<file path="config.mk">
export PLATFORM = sky130hd
export DESIGN_NAME = axil_cmd_master
export DESIGN_NICKNAME = d
export VERILOG_FILES = /design/src/rtl/ldmx_axil_pkg.sv /design/src/rtl/axil_cmd_master.sv
export SDC_FILE = /design/constraint.sdc
export NUM_CORES = 1
export LEC_CHECK = 0
export CAP_MARGIN = 40
export CORE_MARGIN = 2
export CORE_UTILIZATION = 30
export CTS_CLUSTER_DIAMETER = 50
export CTS_CLUSTER_SIZE = 10
export DETAILED_ROUTE_END_ITERATION = 16
export PLACE_DENSITY = 0.66
export SETUP_SLACK_MARGIN = 0.3
export SLEW_MARGIN = 30
export SYNTH_ARGS = -nofsm -noshare
export SYNTH_HDL_FRONTEND = slang
export SYNTH_SLANG_ARGS = --single-unit
</file>
<file path="constraint.sdc">
create_clock -name axilClk -period 4.6 [get_ports axilClk]
set_clock_uncertainty 0.1 [all_clocks]
set_input_delay 0.92 -clock axilClk [delete_from_list [all_inputs] [get_ports axilClk]]
set_output_delay 0.92 -clock axilClk [all_outputs]
set_load 0.05 [all_outputs]
</file>
<file path="src/rtl/ldmx_axil_pkg.sv">
// Shared AXI4-Lite definitions for the LDMX register-access blocks:
// response codes, the command-master state encoding and counter width.
package ldmx_axil_pkg;

   localparam logic [1:0] RESP_OKAY   = 2'b00;
   localparam logic [1:0] RESP_SLVERR = 2'b10;
   localparam logic [1:0] RESP_DECERR = 2'b11;

   localparam int CNT_W = 16;

   typedef enum logic [2:0] {
      IDLE,
      WR_REQ,
      WR_RESP,
      RD_REQ,
      RD_DATA,
      RESP
   } state_t;

endpackage

</file>
<file path="src/rtl/axil_cmd_master.sv">
// Single-outstanding AXI4-Lite master: one command in, one AXI transaction,
// exactly one response out (a bus timeout guarantees the response).
module axil_cmd_master
   import ldmx_axil_pkg::*;
#(
   parameter int unsigned TIMEOUT_CYCLES = 1023,
   parameter logic [2:0]  AXI_PROT       = 3'b000
) (
   input  logic        axilClk,
   input  logic        axilRst,
   input  logic        cmd_valid,
   output logic        cmd_ready,
   input  logic        cmd_write,
   input  logic [31:0] cmd_addr,
   input  logic [31:0] cmd_wdata,
   input  logic [3:0]  cmd_wstrb,
   output logic        rsp_valid,
   input  logic        rsp_ready,
   output logic [31:0] rsp_rdata,
   output logic [1:0]  rsp_resp,
   output logic        rsp_timeout,
   output logic [15:0] timeout_count,
   output logic [31:0] axilReadMaster_araddr,
   output logic [2:0]  axilReadMaster_arprot,
   output logic        axilReadMaster_arvalid,
   output logic        axilReadMaster_rready,
   input  logic        axilReadSlave_arready,
   input  logic [31:0] axilReadSlave_rdata,
   input  logic [1:0]  axilReadSlave_rresp,
   input  logic        axilReadSlave_rvalid,
   output logic [31:0] axilWriteMaster_awaddr,
   output logic [2:0]  axilWriteMaster_awprot,
   output logic        axilWriteMaster_awvalid,
   output logic [31:0] axilWriteMaster_wdata,
   output logic [3:0]  axilWriteMaster_wstrb,
   output logic        axilWriteMaster_wvalid,
   output logic        axilWriteMaster_bready,
   input  logic        axilWriteSlave_awready,
   input  logic        axilWriteSlave_wready,
   input  logic [1:0]  axilWriteSlave_bresp,
   input  logic        axilWriteSlave_bvalid
);

   localparam logic [CNT_W-1:0] TIMEOUT_LIMIT = CNT_W'(TIMEOUT_CYCLES);

   state_t             state_q, state_d;
   logic [CNT_W-1:0]   cnt_q, cnt_d, cnt_inc;
   logic [CNT_W-1:0]   tcount_q, tcount_d;
   logic [31:0]        addr_q, addr_d, wdata_q, wdata_d, rdata_q, rdata_d;
   logic [3:0]         wstrb_q, wstrb_d;
   logic [1:0]         resp_q, resp_d;
   logic               awvalid_q, awvalid_d, wvalid_q, wvalid_d, arvalid_q, arvalid_d;
   logic               bready_q, bready_d, rready_q, rready_d;
   logic               rsp_valid_q, rsp_valid_d, rsp_timeout_q, rsp_timeout_d;
   logic               busy, done, timeout_hit;

   always_comb begin
      state_d       = state_q;
      cnt_d         = cnt_q;
      tcount_d      = tcount_q;
      addr_d        = addr_q;
      wdata_d       = wdata_q;
      wstrb_d       = wstrb_q;
      rdata_d       = rdata_q;
      resp_d        = resp_q;
      awvalid_d     = awvalid_q;
      wvalid_d      = wvalid_q;
      arvalid_d     = arvalid_q;
      bready_d      = bready_q;
      rready_d      = rready_q;
      rsp_valid_d   = rsp_valid_q;
      rsp_timeout_d = rsp_timeout_q;
      cnt_inc       = cnt_q + 16'd1;
      busy          = 1'b0;
      done          = 1'b0;

      case (state_q)
         IDLE: begin
            if (cmd_valid) begin
               addr_d  = cmd_addr & 32'hFFFF_FFFC;
               wdata_d = cmd_wdata;
               wstrb_d = cmd_wstrb;
               cnt_d   = '0;
               if (cmd_write) begin
                  awvalid_d = 1'b1;
                  wvalid_d  = 1'b1;
                  state_d   = WR_REQ;
               end else begin
                  arvalid_d = 1'b1;
                  state_d   = RD_REQ;
               end
            end
         end
         WR_REQ: begin
            busy  = 1'b1;
            cnt_d = cnt_inc;
            // AW and W complete independently and in any order.
            if (awvalid_q && axilWriteSlave_awready) awvalid_d = 1'b0;
            if (wvalid_q && axilWriteSlave_wready)   wvalid_d  = 1'b0;
            if (!awvalid_d && !wvalid_d) begin
               bready_d = 1'b1;
               state_d  = WR_RESP;
            end
         end
         WR_RESP: begin
            busy  = 1'b1;
            cnt_d = cnt_inc;
            if (axilWriteSlave_bvalid) begin
               done          = 1'b1;
               bready_d      = 1'b0;
               rsp_valid_d   = 1'b1;
               resp_d        = axilWriteSlave_bresp;
               rdata_d       = '0;
               rsp_timeout_d = 1'b0;
               state_d       = RESP;
            end
         end
         RD_REQ: begin
            busy  = 1'b1;
            cnt_d = cnt_inc;
            if (axilReadSlave_arready) begin
               arvalid_d = 1'b0;
               rready_d  = 1'b1;
               state_d   = RD_DATA;
            end
         end
         RD_DATA: begin
            busy  = 1'b1;
            cnt_d = cnt_inc;
            if (axilReadSlave_rvalid) begin
               done          = 1'b1;
               rready_d      = 1'b0;
               rsp_valid_d   = 1'b1;
               resp_d        = axilReadSlave_rresp;
               rdata_d       = axilReadSlave_rdata;
               rsp_timeout_d = 1'b0;
               state_d       = RESP;
            end
         end
         RESP: begin
            if (rsp_ready) begin
               rsp_valid_d = 1'b0;
               state_d     = IDLE;
            end
         end
         default: state_d = IDLE;
      endcase

      // A final handshake landing on the last allowed cycle still completes normally.
      timeout_hit = busy && !done && (cnt_inc == TIMEOUT_LIMIT);
      if (timeout_hit) begin
         awvalid_d     = 1'b0;
         wvalid_d      = 1'b0;
         arvalid_d     = 1'b0;
         bready_d      = 1'b0;
         rready_d      = 1'b0;
         rsp_valid_d   = 1'b1;
         resp_d        = RESP_SLVERR;
         rdata_d       = '0;
         rsp_timeout_d = 1'b1;
         if (tcount_q != 16'hFFFF) tcount_d = tcount_q + 16'd1;
         state_d       = RESP;
      end
   end

   always_ff @(posedge axilClk) begin
      if (axilRst) begin
         state_q       <= IDLE;
         cnt_q         <= '0;
         tcount_q      <= '0;
         addr_q        <= '0;
         wdata_q       <= '0;
         wstrb_q       <= '0;
         rdata_q       <= '0;
         resp_q        <= RESP_OKAY;
         awvalid_q     <= 1'b0;
         wvalid_q      <= 1'b0;
         arvalid_q     <= 1'b0;
         bready_q      <= 1'b0;
         rready_q      <= 1'b0;
         rsp_valid_q   <= 1'b0;
         rsp_timeout_q <= 1'b0;
      end else begin
         state_q       <= state_d;
         cnt_q         <= cnt_d;
         tcount_q      <= tcount_d;
         addr_q        <= addr_d;
         wdata_q       <= wdata_d;
         wstrb_q       <= wstrb_d;
         rdata_q       <= rdata_d;
         resp_q        <= resp_d;
         awvalid_q     <= awvalid_d;
         wvalid_q      <= wvalid_d;
         arvalid_q     <= arvalid_d;
         bready_q      <= bready_d;
         rready_q      <= rready_d;
         rsp_valid_q   <= rsp_valid_d;
         rsp_timeout_q <= rsp_timeout_d;
      end
   end

   assign cmd_ready               = (state_q == IDLE);
   assign rsp_valid               = rsp_valid_q;
   assign rsp_rdata               = rdata_q;
   assign rsp_resp                = resp_q;
   assign rsp_timeout             = rsp_timeout_q;
   assign timeout_count           = tcount_q;
   assign axilReadMaster_araddr   = addr_q;
   assign axilReadMaster_arprot   = AXI_PROT;
   assign axilReadMaster_arvalid  = arvalid_q;
   assign axilReadMaster_rready   = rready_q;
   assign axilWriteMaster_awaddr  = addr_q;
   assign axilWriteMaster_awprot  = AXI_PROT;
   assign axilWriteMaster_awvalid = awvalid_q;
   assign axilWriteMaster_wdata   = wdata_q;
   assign axilWriteMaster_wstrb   = wstrb_q;
   assign axilWriteMaster_wvalid  = wvalid_q;
   assign axilWriteMaster_bready  = bready_q;

endmodule

</file>
-- Word level (Yosys, flattened, before mapping)
Cells that the tools add are included.
- reductions and logical operators: 31
- add/subtract/negate cells: 2
- equality and inequality tests: 21
- multiplexer cells: 47
- operators with widths (cell ; number):
    two-way mux 32 bit ; 2
    one-hot mux 32 bit (2 select lines) ; 1
    adder 16 x 1 -> 16 bit, second input constant ; 2
    one-hot mux 16 bit (2 select lines) ; 1
    two-way mux 1 bit ; 21
    two-way mux 3 bit ; 7
    one-hot mux 3 bit (6 select lines) ; 1
    == test 16 x 10 -> 1 bit, second input constant ; 1
    two-way mux 16 bit ; 1
    != test 16 bit, second input constant ; 1
    != test 3 bit, second input constant ; 5
    AND reduction 3 bit ; 5
    != test 2 bit, second input constant ; 7
    one-hot mux 1 bit (2 select lines) ; 7
    AND reduction 6 bit ; 2
    nonzero test 2 bit ; 6
    two-way mux 2 bit ; 4
    AND reduction 4 bit ; 2
    == test 3 x 2 -> 1 bit, second input constant ; 2
    == test 3 bit, second input constant ; 2
    AND reduction 2 bit ; 3
    logical AND 1 bit ; 5
    one-hot mux 2 bit (2 select lines) ; 1
    nonzero test 4 bit ; 1
    other kinds (9) ; 11
- bits in registers: 142
- output and inout bits: 164
- word-level logic and storage cells: 118
- input bits: 114

-- Longest topological paths before layout
Gate-level depths: netlist of run 1.
- word-level depth: 8
- mapped depth: 9
- mapped depth without buffers: 7

-- Least setup slack after synthesis of run 1
Ideal clock, no wire load.
- kind: reg2reg
- start point: register state_q[0]
- end point: register addr_q[29], in the netlist axilReadMaster_araddr[29]
- setup time: 0.071 ns
- arrival: 2.638 ns
- path slack: 1.792 ns
- cell stages (with the launch flop): 8
- path buffers: 3
- period minus slack after synthesis: 2.808 ns
- cell sequence: dfxtp_1 nor3_1 and2_1 clkbuf_1 clkbuf_1 clkbuf_1 nand2_1 a21oi_1
- longest elaborated chain between the ends: 2
- ends and longest elaborated chain (what ; RTL line ; RTL):
    start, declared ; axil_cmd_master.sv:46 ; state_t state_q, state_d;
    start signal, assigned ; axil_cmd_master.sv:184 ; state_q <= state_d;
    logical NOT 3 bit ; - ;
    via cmd_ready ; axil_cmd_master.sv:12 ; output logic cmd_ready,
    AND reduction 2 bit (no line) ; - ;
    end signal, assigned ; axil_cmd_master.sv:187 ; addr_q <= addr_d;
    end, declared ; axil_cmd_master.sv:49 ; logic [31:0] addr_q, addr_d, wdata_q, wdata_d, rdata_q, rdata_d;
The timed path passes the listed nets, and every way through them passes these cells.
A chain may end at the register's enable or synchronous reset.

-- Worst setup path in the final report of run 1
- start point: register state_q[0]
- end point: output cmd_ready
- longest elaborated chain between the ends: 1
- ends and longest elaborated chain (what ; RTL line ; RTL):
    logical NOT 3 bit ; axil_cmd_master.sv:202 ; assign cmd_ready = (state_q == IDLE);
    end, declared ; axil_cmd_master.sv:12 ;
Every way passes these cells.

==> results of run 1 <==
==> final cells by class <==
class | instances | area [um2] | area share
multi-input combinational | 568 | 2930 | 0.309
clock buffer | 18 | 439 | 0.0464
sequential | 142 | 2840 | 0.300
timing repair buffer | 277 | 2740 | 0.289
tap | 270 | 338 | 0.0357
clock inverter | 13 | 165 | 0.0174
inverter | 5 | 18.8 | 0.00198
==> Yosys cell counts, types with 4 or more instances <==
cell type,n
nor2b_1,12
mux2i_1,6
nor2_1,37
inv_1,5
xor2_1,4
nor4_1,10
or3_1,4
buf_4,42
a311oi_1,5
o21ai_0,9
a21oi_1,134
and2_1,5
dfxtp_1,142
nand2b_1,5
nand2_1,198
mux2_1,8
clkbuf_1,44
and4_1,4
nand3_1,39
or4_1,7
nor3_1,10
nand4_1,11
buf_2,6
o31ai_1,5
==> metal layers <==
metal | part of all wire | global-route usage | wire length [um]
met1 | 0.43 | 0.203 | 8100
met2 | 0.47 | 0.275 | 8930
met3 | 0.087 | 0.0638 | 1650
met4 | 0.015 | 0.0529 | 286
met5 | 0.00090 | 0 | 17
==> final timing paths <==
path | endpoint | cells after the start | slack, ns | startpoint
max | cmd_ready | 2 | 1.18 | state_q[0]
min | rsp_rdata[16] | 2 | 0.35 | rsp_rdata[16]
max reg2reg | timeout_count[2] | 8 | 1.71 | state_q[0]
min reg2reg | rsp_rdata[16] | 2 | 0.35 | rsp_rdata[16]
==> metrics by stage <==
stage	hold WS [ns]	power [uW]	utilization	area (um2)
after detailed placement	0.343	3760	0.437	8870
after floorplan	0.367	3070	-	6280
after global routing	0.369	5420	0.467	9470
after CTS	0.351	5200	0.467	9470
after global placement	0.338	3740	0.436	8850
final	0.350	5140	0.467	9470
==> power groups by stage <==
stage          combinational (uW)  clock [uW]  sequential [uW]
6_report                     2170        1420             1550
5_1_grt                      2320        1520             1580
4_1_cts                      2190        1460             1550
3_5_place_dp                 2190           0             1580
3_3_place_gp                 2170           0             1570
2_1_floorplan                1010           0             2060
==> sequential cells by signal, summed over array words and instances (netlist names) <==
name / flops
axilWriteMaster_wvalid: 1
axilWriteMaster_wstrb: 4
cnt_q: 16
axilWriteMaster_bready: 1
rsp_rdata: 32
timeout_count: 16
rsp_resp: 2
axilWriteMaster_wdata: 32
rsp_valid: 1
state_q: 3
axilReadMaster_rready: 1
rsp_timeout: 1
axilReadMaster_araddr: 30
axilWriteMaster_awvalid: 1
axilReadMaster_arvalid: 1
==> worst reg2reg max path, cell delays in order (launching register included) <==
cell	delay, ns
dfxtp_1	0.66
nor2_1	0.18
xor2_1	0.17
buf_4	0.21
nor4_1	0.37
nand4_1	0.14
buf_4	0.23
nor4b_1	0.36
mux2_1	0.35
==> kinds of logic (layout without fill, tap and decap cells) <==
kind of cell             Yosys count  after routing  share of synthesized area
AO/OA/AOI/OAI                    174            174                      0.154
XOR/XNOR                           7              7                    0.00982
AND/OR/NAND/NOR                  360            360                      0.263
adder cells (fa/ha/maj)            3              3                    0.00601
multiplexers                      14             14                     0.0240
other                              1             10                   0.000601
buffers and inverters            100            313                     0.0866
flip-flops                       142            142                      0.455
==> reports/qor.yml, run 1 <==
status:
  status: "completed"
timing:
  period_share: 0.744
  setup_violations: 0
  min_period_ns: 3.42
  slew_viol_final: 0
  tightest_slew_ns: 0.674
  rsz0062_at_grt: "no"
  max-slew-margin-rel: 0.549
  timing.setup.tns_ns: 0
  hold_viol_final: 0
  fmax_mhz: 292
  setup_ws_ns: 1.18
synth:
  yosysTopAreaCellShare: 0.455
  ys.warnings.count: 0
  seq_area_frac_synth: 0.455
  synthTopCellsByArea: "dfxtp_1 (46%), nand2_1 (12%), a21oi_1 (11%)"
  ys_ff_latch: 142
  synth_cell_types: 54
  synth-edff-count: 0
  synth_area_per_cell_um2: 7.80
  ys.flop_type: "dfxtp_1"
  synth_top_cell_by_area: "dfxtp_1"
  async_flop_share: 0
  syn_area_um2: 6240
  syn-instance-count: 801
drt:
  viasPerCell: 4.80
  drt-total-wl_um: 19000
  ant_nets: 0
  drtIter0Drc: 211
  wl_per_cell_um: 14.7
  drcViolationCount: 0
  num_vias: 6211
  firstDrtPassIters: 4
floorplanning:
  start_util: 0.308
  rows: 52
  die_h_um: 148
  core_um2: 20300
  die_area_um2: 22000
  die_w_um: 148
  ios: 278
cts:
  root_buffer: "clkbuf_16"
  insertion_delay_ns: 0.41
  cts.sinks: 142
  h-tree-depth: 4
  postCtsHoldBufs: 0
  clkTransAtPathRegs_ns: 0.06
  tritoncts: "yes"
  cts_resized: 0
  clock_path_buffers: 2
  cts_buffers: 17
  cts_setup_buffers: 0
cells_and_area:
  fin_nets: 1128
  drive_above_1_share: 0.0518
  nFillCells: 2028
  synthToLayoutAreaGrowth_pct: 51.7
  final_cells: 1293
  antenna_cells: 0
  layout_commonest_cell: "clkdlybuf4s50_1"
  mostFrequentLayoutCells: "clkdlybuf4s50_1 (264), nand2_1 (197), dfxtp_1 (142)"
pwr:
  seqPwrFrac: 0.301
  switching_share: 0.425
  internal_power_uw: 2960
  switching_power_uw: 2180
  combPwrFrac: 0.423
  power_density_nw_per_um2: 542
  peakVddDrop_mv: 0.289
  cellLeakagePower_uw: 0.00328
  p_clk_frac: 0.276
place:
  routabilityCongestion: 0.807
  io_buffer_count: 265
  place_inst: 1262
  hpwl_um: 13300
  dp_slack_ns: 1.27
setup_path:
  crit_chain: "nor3_1 -> clkdlybuf4s50_1"
  required_ns: 3.58
  critPathMaxStageDelay_ns: 0.93
  worstSetupEndpointType: "primary output"
  crit_fanout: 15
  worstPathArrival_ns: 2.40
  critPathTopFamily: "buffers and inverters"
  worstSetupPathType: "flip-flop to primary output"
  critical_path_buf_inv_count: 1
  start_kind: "flip-flop"
  worst_path_max_delay_cell: "clkdlybuf4s50_1"
global_route:
  overflow: 0
  first_global_vias: 5709
  grt_use_total: 0.168
  grt_max_degree: 59
  grt_pass1_wl_um: 29700
  grt_antenna_before_repair: 1
run:
  drv_cap: 0
worst_hold_path:
  min_path_type: "flip-flop to flip-flop"
No activity file was read; power rests on OpenSTA's default activity.
==> run 2, diff against run 1 <==
Clock period 4.6 ns to 3.4 ns, I/O delays scaled along.
==> run 2 against run 1 <==
  * Register-to-register slack worse by 1.2 ns
  * Via count up 0.24%
  * Setup slack worse by 0.65 ns
  * Worst hold slack worse by 0.0010 ns
  * Global-route usage up 0.20 points
  * Clock power up 42%
  * Routed wire length up 0.27%
==> reports/qor.yml, run 2 (synthesized netlist as in run 1, its figures left out) <==
cts:
  postCtsHoldBufs: 0  # unchanged
  clkTransAtPathRegs_ns: 0.06  # about the same
  root_buffer: "clkbuf_16"  # unchanged
  cts.sinks: 142  # unchanged
  cts_setup_buffers: 0  # unchanged
  tritoncts: "yes"  # unchanged
  h-tree-depth: 4  # unchanged
  insertion_delay_ns: 0.41  # about the same
  cts_buffers: 17  # unchanged
  clock_path_buffers: 2  # unchanged
timing:
  slew_viol_final: 0  # unchanged
  tightest_slew_ns: 0.738  # was 0.674 ns
  timing.setup.tns_ns: 0  # unchanged
  min_period_ns: 2.87
  rsz0062_at_grt: "no"  # unchanged
  hold_ws_ns: 0.349  # was 0.350 ns
  setup_violations: 0  # unchanged
  max-slew-margin-rel: 0.508  # was 0.549
  hold_viol_final: 0  # unchanged
  fmax_mhz: 348
  period_share: 0.846
global_route:
  overflow: 0  # unchanged
  first_global_vias: 5838  # was 5709
  grt_max_degree: 68  # was 59
  grt_use_total: 0.170  # was 0.168
  grt_pass1_wl_um: 30000  # was 29700 um
  grt_antenna_before_repair: 1  # unchanged
floorplanning:
  core_um2: 20300  # unchanged
  rows: 52  # unchanged
  start_util: 0.308  # unchanged
  ios: 278  # unchanged
  die_h_um: 148  # unchanged
  die_w_um: 148  # unchanged
  die_area_um2: 22000  # unchanged
drt:
  drcViolationCount: 0  # unchanged
  viasPerCell: 4.80  # about the same
  ant_nets: 0  # unchanged
  firstDrtPassIters: 5  # was 4
  wl_per_cell_um: 14.7  # about the same
  drt-total-wl_um: 19000  # about the same
  num_vias: 6226  # was 6211
  drtIter0Drc: 269  # was 211
pwr:
  power_density_nw_per_um2: 740  # was 542 nW/um2
  peakVddDrop_mv: 0.412  # was 0.289 mV
  fin_total_pwr_uw: 7070  # was 5140 uW
  cellLeakagePower_uw: 0.00331  # was 0.00328 uW
cells_and_area:
  regArea_um2: 2840  # unchanged
  fin_nets: 1131  # was 1128
  final_area_um2: 9550  # was 9470 um2
  drive_above_1_share: 0.0545  # was 0.0518
  layout_commonest_cell: "clkdlybuf4s50_1"  # unchanged
  nFillCells: 2008  # was 2028
  synthToLayoutAreaGrowth_pct: 52.9  # was 51.7%
  antenna_cells: 0  # unchanged
  multiInputGateArea_um2: 2930  # about the same
  mostFrequentLayoutCells: "clkdlybuf4s50_1 (264), nand2_1 (197), dfxtp_1 (142)"  # unchanged
worst_hold_path:
  min_path_type: "flip-flop to flip-flop"  # unchanged
  min_path_cells: 2  # unchanged
  min_from: "rsp_rdata[18]"  # was rsp_rdata[16]
  hold_path_end: "rsp_rdata[18]"  # was rsp_rdata[16]
setup_path:
  worstSetupEndpointType: "flip-flop"  # was primary output
  r2r_cells: 7  # was 8
  r2r_start: "cnt_q[0]"  # was state_q[0]
  crit_chain: "ha_1 -> nand3_2 -> nor3_1 -> mux2i_1 -> nand2_4 -> nor4_1 -> mux2_1"  # was nor3_1 -> clkdlybuf4s50_1
  worst_path_max_delay_cell: "dfxtp_1"  # was clkdlybuf4s50_1
  crit_fanout: 22  # was 15
  rrSetupSlack_ns: 0.53  # was 1.71 ns
  worstSetupPathType: "flip-flop to flip-flop"  # was flip-flop to primary output
  required_ns: 3.60  # was 3.58 ns
  critPathTopFamily: "simple AND/OR/NAND/NOR gates"  # was buffers and inverters
  worstPathArrival_ns: 3.07  # was 2.40 ns
  critical_path_buf_inv_count: 0  # was 1
  critPathMaxStageDelay_ns: 0.45  # was 0.93 ns
  worstReg2RegEnd: "timeout_count[4]"  # was timeout_count[2]
  start_kind: "flip-flop"  # unchanged
  critical_path_depth: 7  # was 2
place:
  routabilityCongestion: 0.807  # about the same
  hpwl_um: 13300  # about the same
  place_area_um2: 8900  # was 8870 um2
  io_buffer_count: 265  # unchanged
run:
  drv_cap: 0  # unchanged
status:
  status: "completed"  # unchanged
-- run 2: what timing repair did --
item,CTS,global route
hold endpoints to repair,0,0
setup endpoints to repair,0,4
gates resized for setup,0,1
-- run 2: worst max-delay path by stage --
stage / start / endpoint
after floorplan: state_q[0] / axilReadMaster_araddr[29]
after global placement: axilReadSlave_rvalid / timeout_count[2]
after detailed placement: axilReadSlave_rvalid / timeout_count[0]
after CTS: cnt_q[0] / timeout_count[0]
after global routing: cnt_q[0] / timeout_count[5]
final: cnt_q[0] / timeout_count[4]
-- run 2: power by group --
group | internal (uW) | switching (uW) | total (uW)
clock | 1260 | 755 | 2020
sequential | 1900 | 177 | 2070
combinational | 949 | 2030 | 2980
total | 4110 | 2960 | 7070
-- run 2: stage by stage --
| step | setup slack, ns | cells | utilization |
|---|---|---|---|
| 6_report | 0.525 | 1297 | 0.470 |
| 5_1_grt | 0.331 | 1297 | 0.470 |
| 4_1_cts | 0.503 | 1297 | 0.470 |
| 3_5_place_dp | 0.288 | 1265 | 0.438 |
| 3_3_place_gp | 0.340 | 1265 | 0.438 |
| 2_1_floorplan | 0.592 | 810 | - |
-- run 2: final cells by class --
type                       instances  share of cell area
clock buffer                      18              0.0460
inverter                           5             0.00197
tap                              270              0.0354
sequential                       142               0.298
timing repair buffer             280               0.291
clock inverter                    14              0.0216
multi-input combinational        568               0.307
-- run 2: routing by layer --
layer / wire length (um) / track usage / part of all wire
met3: 1840 / 0.0748 / 0.097
met2: 8980 / 0.279 / 0.47
met5: 17 / 0 / 0.00089
met4: 277 / 0.0476 / 0.015
met1: 7920 / 0.201 / 0.42
-- run 2: worst min-delay path, cell delays in order, from the launching register on --
cell	delay, ns
dfxtp_1	0.31
nand2_1	0.05
a21oi_1	0.05
==> run 3, diff against run 2 <==
Clock period 3.4 ns to 2.9 ns, I/O delays scaled along.
==> run 3 against run 2 <==
  * Routed wire length rose by 1.4%
  * Fmax rose by 8.8%
  * Die area did not move
  * Sequential share of layout area fell by 0.74 points
  * Combinational power rose by 20%
  * First-iteration DRC count fell by 7.8%
  * Largest power group unchanged
  * Highest routed layer is now met4
==> reports/qor.yml, run 3 (synthesized netlist as in run 1, its figures left out) <==
timing:
  max-slew-margin-rel: 0.620  # was 0.508
  slew_viol_final: 0  # unchanged
  period_share: 0.911  # was 0.846
  setup_ws_ns: 0.257  # was 0.525 ns
  rsz0062_at_grt: "yes"  # was no
  tightest_slew_ns: 0.569  # was 0.738 ns
  min_period_ns: 2.64  # was 2.87 ns
  setup_violations: 0  # unchanged
  fmax_mhz: 378  # was 348 MHz
  hold_viol_final: 0  # unchanged
setup_path:
  crit_chain: "buf_6 -> buf_4 -> inv_2 -> ha_4 -> nand4_1 -> nor4_2 -> nand4_1 -> buf_6 -> nor4b_4 -> mux2_4"  # was ha_1 -> nand3_2 -> nor3_1 -> mux2i_1 -> nand2_4 -> nor4_1 -> mux2_1
  worstSetupEndpointType: "flip-flop"  # unchanged
  critPathTopFamily: "simple AND/OR/NAND/NOR gates"  # unchanged
  worst_path_max_delay_cell: "dfxtp_4"  # was dfxtp_1
  worstSetupPathType: "flip-flop to flip-flop"  # unchanged
  critPathLaunch: "cnt_q[0]"  # unchanged
  crit_fanout: 6  # was 22
  worstPathArrival_ns: 2.84  # was 3.07 ns
  start_kind: "flip-flop"  # unchanged
  critPathMaxStageDelay_ns: 0.37  # was 0.45 ns
  r2r_start: "cnt_q[0]"  # unchanged
  critical_path_buf_inv_count: 4  # was 0
  required_ns: 3.10  # was 3.60 ns
floorplanning:
  core_um2: 20300  # unchanged
  die_h_um: 148  # unchanged
  start_util: 0.308  # unchanged
  die_area_um2: 22000  # unchanged
  die_w_um: 148  # unchanged
  ios: 278  # unchanged
  rows: 52  # unchanged
global_route:
  overflow: 0  # unchanged
  grt_antenna_before_repair: 0  # was 1
  grt_use_total: 0.168  # was 0.170
  first_global_vias: 5803  # was 5838
  grt_max_degree: 68  # unchanged
  grt_pass1_wl_um: 29700  # was 30000 um
cells_and_area:
  mostFrequentLayoutCells: "clkdlybuf4s50_1 (263), nand2_1 (197), dfxtp_1 (140)"  # was clkdlybuf4s50_1 (264), nand2_1 (197), dfxtp_1 (142)
  multiInputGateArea_um2: 3100  # was 2930 um2
  nFillCells: 1991  # was 2008
  fin_nets: 1146  # was 1131
  final_area_um2: 9810  # was 9550 um2
  antenna_cells: 0  # unchanged
  synthToLayoutAreaGrowth_pct: 57.0  # was 52.9%
  regArea_um2: 2850  # was 2840 um2
  layout_commonest_cell: "clkdlybuf4s50_1"  # unchanged
  drive_above_1_share: 0.0940  # was 0.0545
  fin_util: 0.483  # was 0.470
run:
  drv_cap: 0  # unchanged
place:
  io_buffer_count: 265  # unchanged
  hpwl_um: 13400  # was 13300 um
  routabilityCongestion: 0.783  # was 0.807
  place_area_um2: 8990  # was 8900 um2
  dp_slack_ns: -0.0593  # was 0.288 ns
drt:
  drcViolationCount: 0  # unchanged
  viasPerCell: 4.80  # about the same
  num_vias: 6297  # was 6226
  wl_per_cell_um: 14.7  # about the same
  firstDrtPassIters: 5  # unchanged
  drt-total-wl_um: 19300  # was 19000 um
  drtIter0Drc: 248  # was 269
  ant_nets: 0  # unchanged
pwr:
  peakVddDrop_mv: 0.506  # was 0.412 mV
  cellLeakagePower_uw: 0.00337  # was 0.00331 uW
  power_density_nw_per_um2: 829  # was 740 nW/um2
cts:
  clock_path_buffers: 2  # unchanged
  insertion_delay_ns: 0.41  # about the same
  cts.sinks: 142  # unchanged
  postCtsHoldBufs: 0  # unchanged
  h-tree-depth: 4  # unchanged
  tritoncts: "yes"  # unchanged
  clkTransAtPathRegs_ns: 0.06  # about the same
  root_buffer: "clkbuf_16"  # unchanged
  cts_buffers: 17  # unchanged
status:
  status: "completed"  # unchanged
worst_hold_path:
  min_path_type: "flip-flop to flip-flop"  # unchanged
  min_from: "rsp_rdata[11]"  # was rsp_rdata[18]
run 3: final cells by class:
class,instances,area share
Multi-Input combinational cell,568,0.316
Timing Repair Buffer,295,0.300
Sequential cell,142,0.290
Clock buffer,17,0.0434
Tap cell,270,0.0344
Clock inverter,15,0.0142
Inverter,5,0.00191
run 3: through the flow:
step / setup TNS [ns] / power, uW / std cells / hold slack (ns)
CTS: 0 / 8190 / 1306 / 0.351
global placement: -0.146 / 6020 / 1274 / 0.336
global route: 0 / 8570 / 1312 / 0.372
detailed placement: -0.191 / 6050 / 1274 / 0.342
finish: 0 / 8130 / 1312 / 0.348
floorplan: 0 / 4870 / 810 / 0.367
run 3: layer usage:
metal | wire length, um | GRT usage
met1 | 8300 | 0.208
met5 | 0 | 0
met4 | 269 | 0.0486
met2 | 9060 | 0.272
met3 | 1670 | 0.0632
run 3: power by group:
part | switching [uW] | leakage (uW) | internal, uW
Sequential | 206 | 0.00116 | 2230
Combinational | 2420 | 0.00194 | 1170
Clock | 912 | 0.000268 | 1190
run 3: worst reg2reg max path: stages (launching register included):
cell,delay (ns)
dfxtp_4,0.37
buf_6,0.12
buf_4,0.13
inv_2,0.06
ha_4,0.12
nand4_1,0.14
nor4_2,0.34
nand4_1,0.30
buf_6,0.25
nor4b_4,0.28
mux2_4,0.32
run 3: final timing paths:
check | slack [ns] | cells past startpoint | to
setup / recovery | 0.26 | 10 | timeout_count[2]
hold / removal | 0.35 | 2 | rsp_rdata[11]
setup reg to reg | 0.26 | 10 | timeout_count[2]
hold reg to reg | 0.35 | 2 | rsp_rdata[11]
run 3: what timing repair did:
| item | CTS | global route |
|---|---|---|
| setup endpoints to repair | 16 | 16 |
| gates resized for setup | 3 | 41 |
| buffers inserted | 0 | 4 |
| cloned | 0 | 2 |
| pin swaps | 1 | 16 |
